**src/rtl/dsp_route_sequencer_pkg.sv**
```systemverilog
// Shared definitions for the routing-table sequencer: FSM encoding, host
// register offsets, router sub-addresses and default sizes.
package dsp_route_sequencer_pkg;

  localparam int SLOTS_DEF       = 10;
  localparam int LOG_MODULES_DEF = 4;
  localparam int TIMEOUT_DEF     = 15;

  localparam logic [15:0] REG_CTRL          = 16'h0000;
  localparam logic [15:0] REG_STATUS        = 16'h0004;
  localparam logic [15:0] REG_MASK          = 16'h0008;
  localparam logic [15:0] TABLE_BASE        = 16'h0100;
  localparam logic [15:0] TABLE_BANK_STRIDE = 16'h0040;
  localparam logic [15:0] TABLE_SLOT_STRIDE = 16'h0004;
  localparam logic [15:0] TABLE_END         = TABLE_BASE + 16'd2 * TABLE_BANK_STRIDE;

  localparam logic [31:0] SUB_IN_SEL  = 32'h0000_0000;
  localparam logic [31:0] SUB_OUT_SEL = 32'h0000_0004;

  typedef enum logic [2:0] {
    ST_IDLE,
    ST_PICK,
    ST_ISSUE_IN,
    ST_WAIT_IN,
    ST_ISSUE_OUT,
    ST_WAIT_OUT,
    ST_DONE,
    ST_ERROR
  } seq_state_t;

  // A table address is word aligned and falls inside the two-bank window.
  function automatic logic is_table_addr(input logic [15:0] a);
    return (a >= TABLE_BASE) && (a < TABLE_END) && (a[1:0] == 2'b00);
  endfunction

endpackage

```
**src/rtl/dsp_route_sequencer_pick.sv**
```systemverilog
// route_priority_pick: combinational lowest-set-bit encoder used to choose
// the next pending slot.
module route_priority_pick #(
  parameter int N = 10,
  parameter int W = 4
) (
  input  logic [N-1:0] req_i,
  output logic [W-1:0] idx_o,
  output logic         valid_o
);

  always_comb begin
    idx_o   = '0;
    valid_o = |req_i;
    // Scan downwards so the lowest set bit is the last one assigned.
    for (int i = N - 1; i >= 0; i--) begin
      if (req_i[i]) idx_o = W'(i);
    end
  end

endmodule

```
**src/rtl/dsp_route_sequencer.sv**
```systemverilog
// Double-buffered routing-table controller: host register file, two table
// banks and a sequencer that writes the selected bank into the router.
module dsp_route_sequencer
  import dsp_route_sequencer_pkg::*;
#(
  parameter int SLOTS       = SLOTS_DEF,
  parameter int LOG_MODULES = LOG_MODULES_DEF,
  parameter int TIMEOUT     = TIMEOUT_DEF
) (
  input  logic        clk_i,
  input  logic        rstn_i,
  input  logic [15:0] addr,
  input  logic [31:0] wdata,
  input  logic        wen,
  input  logic        ren,
  output logic [31:0] rdata,
  output logic        ack,
  input  logic        trig_i,
  output logic [31:0] m_addr,
  output logic [31:0] m_wdata,
  output logic        m_wen,
  input  logic        m_ack,
  input  logic        m_err,
  output logic        busy_o,
  output logic        done_o
);

  localparam int SLOT_W = (SLOTS > 1) ? $clog2(SLOTS) : 1;
  localparam int CNT_W  = (TIMEOUT > 1) ? $clog2(TIMEOUT + 1) : 1;

  seq_state_t state_q, state_d;
  logic [SLOT_W-1:0] slot_q, slot_d;
  logic [SLOTS-1:0]  pending_q, pending_d;
  logic [SLOTS-1:0]  mask_q, mask_d;
  logic [CNT_W-1:0]  cnt_q, cnt_d;
  logic              arm_q, arm_d;
  logic              bank_q, bank_d;
  logic              run_bank_q, run_bank_d;
  logic              active_bank_q, active_bank_d;
  logic              err_q, err_d;
  logic              trig_q;
  logic [31:0]       rdata_q, rdata_d;
  logic              ack_q, ack_d;

  logic [LOG_MODULES-1:0] in_sel_q  [2][SLOTS];
  logic [1:0]             out_sel_q [2][SLOTS];

  logic              busy;
  logic              wr_ctrl, wr_status, wr_mask;
  logic              start_req, trig_launch, launch;
  logic [15:0]       tbl_off;
  logic              tbl_bank;
  logic [3:0]        tbl_slot_raw;
  logic [SLOT_W-1:0] tbl_slot;
  logic              tbl_valid, tbl_we;
  logic [SLOT_W-1:0] pick_idx;
  logic              pick_valid;
  logic [LOG_MODULES-1:0] run_in_sel;
  logic [1:0]             run_out_sel;

  route_priority_pick #(
    .N (SLOTS),
    .W (SLOT_W)
  ) u_pick (
    .req_i   (pending_q),
    .idx_o   (pick_idx),
    .valid_o (pick_valid)
  );

  assign busy = (state_q != ST_IDLE);

  // Host address decode; a 16-entry slot window per bank, only SLOTS of them backed.
  assign wr_ctrl      = wen && (addr == REG_CTRL);
  assign wr_status    = wen && (addr == REG_STATUS);
  assign wr_mask      = wen && (addr == REG_MASK);
  assign tbl_off      = addr - TABLE_BASE;
  assign tbl_bank     = tbl_off[6];
  assign tbl_slot_raw = tbl_off[5:2];
  assign tbl_slot     = tbl_slot_raw[SLOT_W-1:0];
  assign tbl_valid    = is_table_addr(addr) && (int'(tbl_slot_raw) < SLOTS);
  // The bank currently being applied is frozen until the sequence ends.
  assign tbl_we       = wen && tbl_valid && !(busy && (tbl_bank == run_bank_q));

  assign run_in_sel  = in_sel_q[run_bank_q][slot_q];
  assign run_out_sel = out_sel_q[run_bank_q][slot_q];

  always_comb begin
    arm_d  = arm_q;
    bank_d = bank_q;
    mask_d = mask_q;
    if (wr_ctrl) begin
      arm_d  = wdata[1];
      bank_d = wdata[2];
    end
    if (wr_mask) mask_d = wdata[SLOTS-1:0];
    start_req   = wr_ctrl && wdata[0];
    trig_launch = trig_i && !trig_q && arm_q;
    launch      = !busy && (start_req || trig_launch);
    if (launch && trig_launch) arm_d = 1'b0;
  end

  always_comb begin
    state_d       = state_q;
    slot_d        = slot_q;
    pending_d     = pending_q;
    cnt_d         = cnt_q;
    run_bank_d    = run_bank_q;
    active_bank_d = active_bank_q;
    err_d         = err_q;
    if (wr_status && wdata[1]) err_d = 1'b0;
    case (state_q)
      ST_IDLE: begin
        if (launch) begin
          run_bank_d = bank_d;
          pending_d  = mask_d;
          state_d    = ST_PICK;
        end
      end
      ST_PICK: begin
        if (pick_valid) begin
          slot_d  = pick_idx;
          state_d = ST_ISSUE_IN;
        end else begin
          state_d = ST_DONE;
        end
      end
      ST_ISSUE_IN: begin
        cnt_d   = '0;
        state_d = ST_WAIT_IN;
      end
      ST_WAIT_IN: begin
        if (m_err) state_d = ST_ERROR;
        else if (m_ack) state_d = ST_ISSUE_OUT;
        else if (cnt_q == CNT_W'(TIMEOUT - 1)) state_d = ST_ERROR;
        else cnt_d = cnt_q + 1'b1;
      end
      ST_ISSUE_OUT: begin
        cnt_d   = '0;
        state_d = ST_WAIT_OUT;
      end
      ST_WAIT_OUT: begin
        if (m_err) begin
          state_d = ST_ERROR;
        end else if (m_ack) begin
          pending_d[slot_q] = 1'b0;
          state_d           = ST_PICK;
        end else if (cnt_q == CNT_W'(TIMEOUT - 1)) begin
          state_d = ST_ERROR;
        end else begin
          cnt_d = cnt_q + 1'b1;
        end
      end
      ST_DONE: begin
        active_bank_d = run_bank_q;
        state_d       = ST_IDLE;
      end
      ST_ERROR: begin
        err_d   = 1'b1;
        state_d = ST_IDLE;
      end
      default: state_d = ST_IDLE;
    endcase
  end

  always_comb begin
    rdata_d = '0;
    ack_d   = wen || ren;
    if (ren) begin
      if (addr == REG_CTRL) begin
        rdata_d[1] = arm_q;
        rdata_d[2] = bank_q;
      end else if (addr == REG_STATUS) begin
        rdata_d[0] = busy;
        rdata_d[1] = err_q;
        rdata_d[2] = active_bank_q;
      end else if (addr == REG_MASK) begin
        rdata_d[SLOTS-1:0] = mask_q;
      end else if (tbl_valid) begin
        rdata_d[LOG_MODULES-1:0] = in_sel_q[tbl_bank][tbl_slot];
        rdata_d[5:4]             = out_sel_q[tbl_bank][tbl_slot];
      end
    end
  end

  always_ff @(posedge clk_i or negedge rstn_i) begin
    if (!rstn_i) begin
      state_q       <= ST_IDLE;
      slot_q        <= '0;
      pending_q     <= '0;
      mask_q        <= '0;
      cnt_q         <= '0;
      arm_q         <= 1'b0;
      bank_q        <= 1'b0;
      run_bank_q    <= 1'b0;
      active_bank_q <= 1'b0;
      err_q         <= 1'b0;
      trig_q        <= 1'b0;
      rdata_q       <= '0;
      ack_q         <= 1'b0;
    end else begin
      state_q       <= state_d;
      slot_q        <= slot_d;
      pending_q     <= pending_d;
      mask_q        <= mask_d;
      cnt_q         <= cnt_d;
      arm_q         <= arm_d;
      bank_q        <= bank_d;
      run_bank_q    <= run_bank_d;
      active_bank_q <= active_bank_d;
      err_q         <= err_d;
      trig_q        <= trig_i;
      rdata_q       <= rdata_d;
      ack_q         <= ack_d;
    end
  end

  always_ff @(posedge clk_i or negedge rstn_i) begin
    if (!rstn_i) begin
      for (int b = 0; b < 2; b++) begin
        for (int s = 0; s < SLOTS; s++) begin
          in_sel_q[b][s]  <= '0;
          out_sel_q[b][s] <= '0;
        end
      end
    end else if (tbl_we) begin
      in_sel_q[tbl_bank][tbl_slot]  <= wdata[LOG_MODULES-1:0];
      out_sel_q[tbl_bank][tbl_slot] <= wdata[5:4];
    end
  end

  assign rdata  = rdata_q;
  assign ack    = ack_q;
  assign busy_o = busy;
  assign done_o = (state_q == ST_DONE);
  assign m_wen  = (state_q == ST_ISSUE_IN) || (state_q == ST_ISSUE_OUT);

  always_comb begin
    m_addr  = '0;
    m_wdata = '0;
    if (state_q == ST_ISSUE_IN) begin
      m_addr  = (32'(slot_q) << 16) | SUB_IN_SEL;
      m_wdata = 32'(run_in_sel);
    end else if (state_q == ST_ISSUE_OUT) begin
      m_addr  = (32'(slot_q) << 16) | SUB_OUT_SEL;
      m_wdata = 32'(run_out_sel);
    end
  end

endmodule

```
**config.mk**
```make
export PLATFORM = sky130hd
export DESIGN_NAME = dsp_route_sequencer
export DESIGN_NICKNAME = d
export VERILOG_FILES = /design/src/rtl/dsp_route_sequencer_pkg.sv /design/src/rtl/dsp_route_sequencer_pick.sv /design/src/rtl/dsp_route_sequencer.sv
export SDC_FILE = /design/constraint.sdc
export NUM_CORES = 1
export LEC_CHECK = 0
export CORE_ASPECT_RATIO = 1.25
export CORE_MARGIN = 5
export CORE_UTILIZATION = 45
export CTS_CLUSTER_SIZE = 12
export DETAILED_ROUTE_END_ITERATION = 7
export PLACE_DENSITY_LB_ADDON = 0.12
export RECOVER_POWER = 25
export SKIP_LAST_GASP = 1
export SLEW_MARGIN = 20
export SYNTH_ARGS = -nofsm -noshare
export SYNTH_HDL_FRONTEND = slang
export SYNTH_HIERARCHICAL = 1
export SYNTH_SLANG_ARGS = --single-unit
```
**constraint.sdc**
```tcl
create_clock -name clk_i -period 3.2 [get_ports clk_i]
set_input_delay 0.64 -clock clk_i [delete_from_list [all_inputs] [get_ports clk_i]]
set_output_delay 0.64 -clock clk_i [all_outputs]
set_load 0.005 [all_outputs]
```
== After elaboration in Yosys (flattened, before gate mapping) ==
Index checks and enable logic that the tools add are counted.
Widths: inputs -> output; s select.

* Register bits after elaboration: 168
* Bits of input ports: 55
* Output and inout port bits: 100
* Logic and storage cells: 210

* $add $sub $neg: 2
* Order comparisons: 11
* Equality and inequality tests: 17
* Multiplexer cells: 81
* Bitwise gates (word level): 6
* Reduce and logical (&&, ||, !) cells: 40

{| class="wikitable"
|+ Operators with widths
! operator !! count
|-
| $mux 40 || 7
|-
| $mux 20 || 9
|-
| $bwmux 80 || 1
|-
| $mux 4 || 20
|-
| $mux 10 || 5
|-
| $bwmux 40 || 1
|-
| $demux 40 s1 || 1
|-
| $bmux 4 s4 || 2
|-
| $mux 3 || 8
|-
| $pmux 3 s7 || 1
|-
| $demux 20 s1 || 1
|-
| $pmux 10 s2 || 1
|-
| $logic_and 1x1->1 || 18
|-
| $bmux 2 s4 || 2
|-
| $demux 4 s4 || 1
|-
| $eq 16x3->1 const B || 1
|-
| $eq 16x4->1 const B || 1
|-
| $ge 16x9->1 const B || 1
|-
| $logic_not 16->1 || 1
|-
| $lt 16x9->1 const B || 1
|-
| $mux 2 || 7
|-
| $mux 7 || 2
|-
| $eq 3x3->1 const B || 4
|-
| $mux 6 || 2
|-
| other kinds (32) || 59
|}

== Logic depth before layout (Yosys ltp) ==
* Depth in word-level cells: 13
* Gate-level depth with buffers: 9
* Gate-level depth less buffers: 7

== Modules after synthesis ==
The synthesis kept the hierarchy.

{| class="wikitable"
|+ Modules (own cells, without submodules)
! module !! instances !! cells an instance !! area each (um2) !! seq. area each (um2)
|-
| dsp_route_sequencer || 1 || 759 || 9,556.7 || 4,204.0
|-
| route_priority_pick || 1 || 18 || 101.3 || 0.0
|}

== Worst setup path before layout ==
OpenSTA, ideal clock, no wires.

* Path type: input-to-reg
* From: input port addr[3]
* To: register in_sel_q[61] in the netlist's numbering
* Setup time: 0.125 ns
* Data arrival time: 2.349 ns
* Data required time: 3.075 ns
* Path slack: 0.726 ns
* Cell stages on the path: 7
* Buffers on the path: 2
* Cells stage by stage: buf_2 o21ai_0 nand4_1 or3_1 buf_6 nor4_4 mux2_2

* Word-level cells in the longest chain between the ends: 9
* Elaborated cells on any way between the ends: 25
* Those cells by class: add/sub (1); order compare (7); eq/ne (1); mux (5); bitwise (2); reduce/logical (9)

{| class="wikitable"
|+ Ends and longest elaborated chain
! element !! RTL line !! source
|-
| start: declaration || dsp_route_sequencer.sv:12 || <nowiki>input logic [15:0] addr,</nowiki>
|-
| $sub 7x1->7 || dsp_route_sequencer.sv:76 || <nowiki>assign tbl_off = addr - TABLE_BASE;</nowiki>
|-
| $not 4->5 (not written as such) || dsp_route_sequencer.sv:226 || <nowiki>in_sel_q[tbl_bank][tbl_slot] <= wdata[LOG_MODULES-1:0];</nowiki>
|-
| $ge 5x5->1 (not written as such) or $lt 5x1->1 (tied branches) || dsp_route_sequencer.sv:226 ||
|-
| $logic_and 1x1->1 (not written as such) || dsp_route_sequencer.sv:226 ||
|-
| $mux 4 (not written as such) || dsp_route_sequencer.sv:226 ||
|-
| $demux 4 s4 || dsp_route_sequencer.sv:226 ||
|-
| $mux 40 (not written as such) || dsp_route_sequencer.sv:226 ||
|-
| $demux 40 s1 || dsp_route_sequencer.sv:226 ||
|-
| $bwmux 80 || dsp_route_sequencer.sv:226 ||
|-
| end signal: indexed assignment || dsp_route_sequencer.sv:226 ||
|-
| end: declaration || dsp_route_sequencer.sv:45 || <nowiki>logic [LOG_MODULES-1:0] in_sel_q [2][SLOTS];</nowiki>
|}

Several ways; a longest one is shown, not always the timed one.
A chain may end at the register's enable or synchronous reset.

== Worst setup path after layout ==
* From: register run_bank_q
* To: output port m_wdata[3]

* Word-level cells in the longest chain between the ends: 8

{| class="wikitable"
|+ Ends and longest elaborated chain
! element !! RTL line !! source
|-
| start: declaration || dsp_route_sequencer.sv:38 || <nowiki>logic run_bank_q, run_bank_d;</nowiki>
|-
| start signal: assignment || dsp_route_sequencer.sv:208 || <nowiki>run_bank_q <= run_bank_d;</nowiki>
|-
| $not 1->2 (not written as such) || dsp_route_sequencer.sv:84 || <nowiki>assign run_in_sel = in_sel_q[run_bank_q][slot_q];</nowiki>
|-
| $mux 40 (not written as such) (3 in a row) || dsp_route_sequencer.sv:84 ||
|-
| $bmux 4 s4 || dsp_route_sequencer.sv:84 ||
|-
| $mux 4 (not written as such) (2 in a row) || dsp_route_sequencer.sv:84 ||
|-
| $mux 4 || dsp_route_sequencer.sv:240 || <nowiki>if (state_q == ST_ISSUE_IN) begin</nowiki>
|-
| end: declaration || dsp_route_sequencer.sv:20 || <nowiki>output logic [31:0] m_wdata,</nowiki>
|}

No other way between the ends. The select of a mux whose other input is x is not followed.

==> qor.txt <==
EDFF count, synth - 0
crit path kind - reg -> out
pre-CTS setup slack - 0.1137 ns
initial core utilization - 45.30%
Pleak - 0.005391 µW
max_slew headroom - 19.01%
FP Rows - 60
Detailed Routing Iterations Pass 1 - 4
GRT Residual Overflow - 0
Hold Vio Cnt, Final - 0
post-synth top area share - 43.53%
critical path data arrival time - 2.57 ns
die footprint - 24510 µm²
HPWL after DPL - 19020 µm
met1 wire length - 10690 µm
met2 WL - 14010 µm
ranking of synthesized cells by area - dfrtp_1, mux2_2, mux4_2, buf_4, mux2i_1
vias in the first global route - 6829
clock sinks - 168
post-synthesis async set-or-reset flop share - 100.0%
synth unique cells - 53
Critical Path End Type - output port
violated checks - setup timing
Crit Reg-Reg Startpoint - run_bank_q
Slowest-stage cell, CP - mux4_2
delay-heaviest family, CP - multiplexers
highest metal used - met4
antenna violations before repair - 0
Detailed Route Iter0 Violations - 424
pwr/cell area - 432.9 nW/µm²
drt wl/cell - 22.84 µm
Syn. warnings - 6
clock buffer depth - 2
Syn Inst Count - 777
CTS root buf - clkbuf_16
via count - 6544
Final min period - 3.210 ns
top cell type by total area after synthesis - dfrtp_1
WL final - 26650 µm
I/O Pins - 155
Max VDD drop - 339.0 µV
skew final - 0.007347 ns
# DRC - 0
share of cells above drive strength 1 - 35.47%
Total GRT Usage - 22.36%
R2R Path End - in_sel_q[60]
TritonCTS clock tree - done
R2R setup slack - 0.58 ns
CTS Buf Count - 17
DR vias/cell - 5.608
worst hold path depth - 1
largest net degree at the start of global routing - 90
outcome - complete, but fails checks
Synth-to-Final Area Change - 18.01%
Die Width - 141.0 µm
fin worst setup slack - -0.009588 ns
commonest non-fill, non-tap cells in the layout - dfrtp_1, mux2_2, conb_1
reg2reg path depth - 10
RePlAce Congestion - 0.8821
max cap viols - 0
WP data required - 2.56 ns
Post-Syn Area - 9658 µm²
register bit total from synthesis - 168
commonest non-fill, non-tap cell in the layout - dfrtp_1
slowest stage delay, CP - 0.49 ns
Least-Margin Pin Slew - 1.215 ns
Clock Latency Late Sink - 0.44 ns
hold-critical path endpoint - rdata[8]
RSZ-0062 raised after global routing - true
fmax - 311.6 MHz
Hold Path Class - reg -> reg
Critical Path, Cell by Cell - buf_4, buf_6, buf_16, mux4_2, mux2i_1, nor3_1, a31oi_1, a21boi_1, dlygate4sd2_1
final setup vio count - 1
Crit Path Max Fanout - 7
fillers - 1832
Antenna Cells - 0
chip height - 173.8 µm
port bufs - 55
Finished Layout Cells - 1167
sequential share of the synthesized area - 43.53%
Tcrit/Tclk final - 100.3%
Syn Area/Cell - 12.43 µm²
Worst setup startpoint - run_bank_q
dpl cells - 1123
startpoint types - flip-flop
core area - 21320 µm²
Critical path buffers and inverters - 4
WL met3 - 1107 µm
Top FF cell, synth - dfrtp_1
hold path startpoint - mask_q[8]
H-tree depth - 4
Routed Antenna Nets - 0
first-pass GRT wire length - 41390 µm
Post-layout nets - 932
Slew Viols, Final - 0
Clock transition at path regs - 0.07 ns
fin util - 53.46%
metrics by stage:
stage | cell area (µm²) | setup TNS, ns | hold WS (ns) | power [µW]
2_1_floorplan | 9943 | 0 | 0.3444 | 2604
5_1_grt | 11400 | -0.1380 | 0.5061 | 5111
6_report | 11400 | -0.009588 | 0.4865 | 4934
4_1_cts | 11400 | -0.1878 | 0.4892 | 4982
3_5_place_dp | 10680 | 0 | 0.4472 | 2857
3_3_place_gp | 10680 | 0 | 0.4462 | 2839
how the worst max path moves through the flow:
stage | to | depth (start not counted) | slack (ns)
3_5_place_dp | out_sel_q[29] | 7 | 0.11
3_3_place_gp | out_sel_q[29] | 7 | 0.14
2_1_floorplan | in_sel_q[61] | 7 | 0.73
6_report | m_wdata[3] | 9 | -0.01
5_1_grt | m_wdata[1] | 8 | -0.09
4_1_cts | m_wdata[2] | 6 | -0.12
Yosys cell counts (4+ instances only):
library cell	instances
buf_4	80
nand2_1	21
a31oi_1	7
nand3_1	20
dfrtp_1	168
and2_1	8
nor3b_1	6
nor2b_1	15
buf_1	8
a211oi_1	8
clkbuf_1	27
nand4_1	7
mux2_2	137
o21ai_0	33
buf_2	8
nand2b_1	6
nor2_1	27
nand3b_1	4
nor3_4	6
a22oi_1	5
mux4_2	54
a21oi_1	12
mux2i_1	31
inv_1	25
o22ai_1	5
sequential cells by signal, indices dropped and copies added, names as in the netlist:
name / cells
active_bank_q: 1
state_q: 3
trig_q: 1
pending_q: 10
cnt_q: 4
err_q: 1
mask_q: 10
out_sel_q: 40
ack: 1
in_sel_q: 80
bank_q: 1
rdata: 10
arm_q: 1
run_bank_q: 1
slot_q: 4
cell type report:
type | count | area [µm²] | share of cell area (%)
repair buffers | 128 | 1281 | 11.24
multi-input cells | 535 | 4867 | 42.70
well taps | 279 | 349.1 | 3.063
inverters | 25 | 93.84 | 0.8234
flip-flops and latches | 168 | 4205 | 36.90
clock inverters | 14 | 161.4 | 1.416
clock buffers | 18 | 439.2 | 3.853
logic make-up after synthesis:
| family | synth area share (%) |
|---|---|
| mux | 31.78 |
| compound gates | 5.843 |
| xor+xnor | 0.2721 |
| flops | 43.53 |
| simple gates | 9.082 |
| buf+inv | 9.198 |
| fa+ha+maj | 0.2591 |
| other cells | 0.03883 |
power by group:
part           total, µW  internal [µW]  leakage, µW  switching [µW]
clock               2120           1190     0.000289             928
combinational        630            245      0.00277             385
sequential          2180           2150      0.00233            29.8
per-layer routing:
layer  global-route usage [%]  vias up
li1                         -     2909
met1                    27.74     3385
met2                    39.04      200
met3                    3.670       50
met4                    8.401        0
met5                        0        -
what timing repair did:
item | 4_1_cts | 5_1_grt
pin swaps | 2 | 1
buffers inserted | 8 | 2
hold endpoints to repair | 6 | 0
gates cloned | 1 | 0
resized for setup | 15 | 3
hold buffers | 1 | 0
endpoints found under the setup margin | 4 | 3
worst reg2reg max path, stage by stage, from the launching register on:
cell and delay, ns:
dfrtp_2 0.48, buf_4 0.16, buf_6 0.11, buf_16 0.14, xor2_1 0.15, o21ai_0 0.17
or3_1 0.40, buf_12 0.18, nor4_4 0.14, buf_4 0.22, mux2_2 0.35
Note: power is estimated with default switching activity, not from simulation.
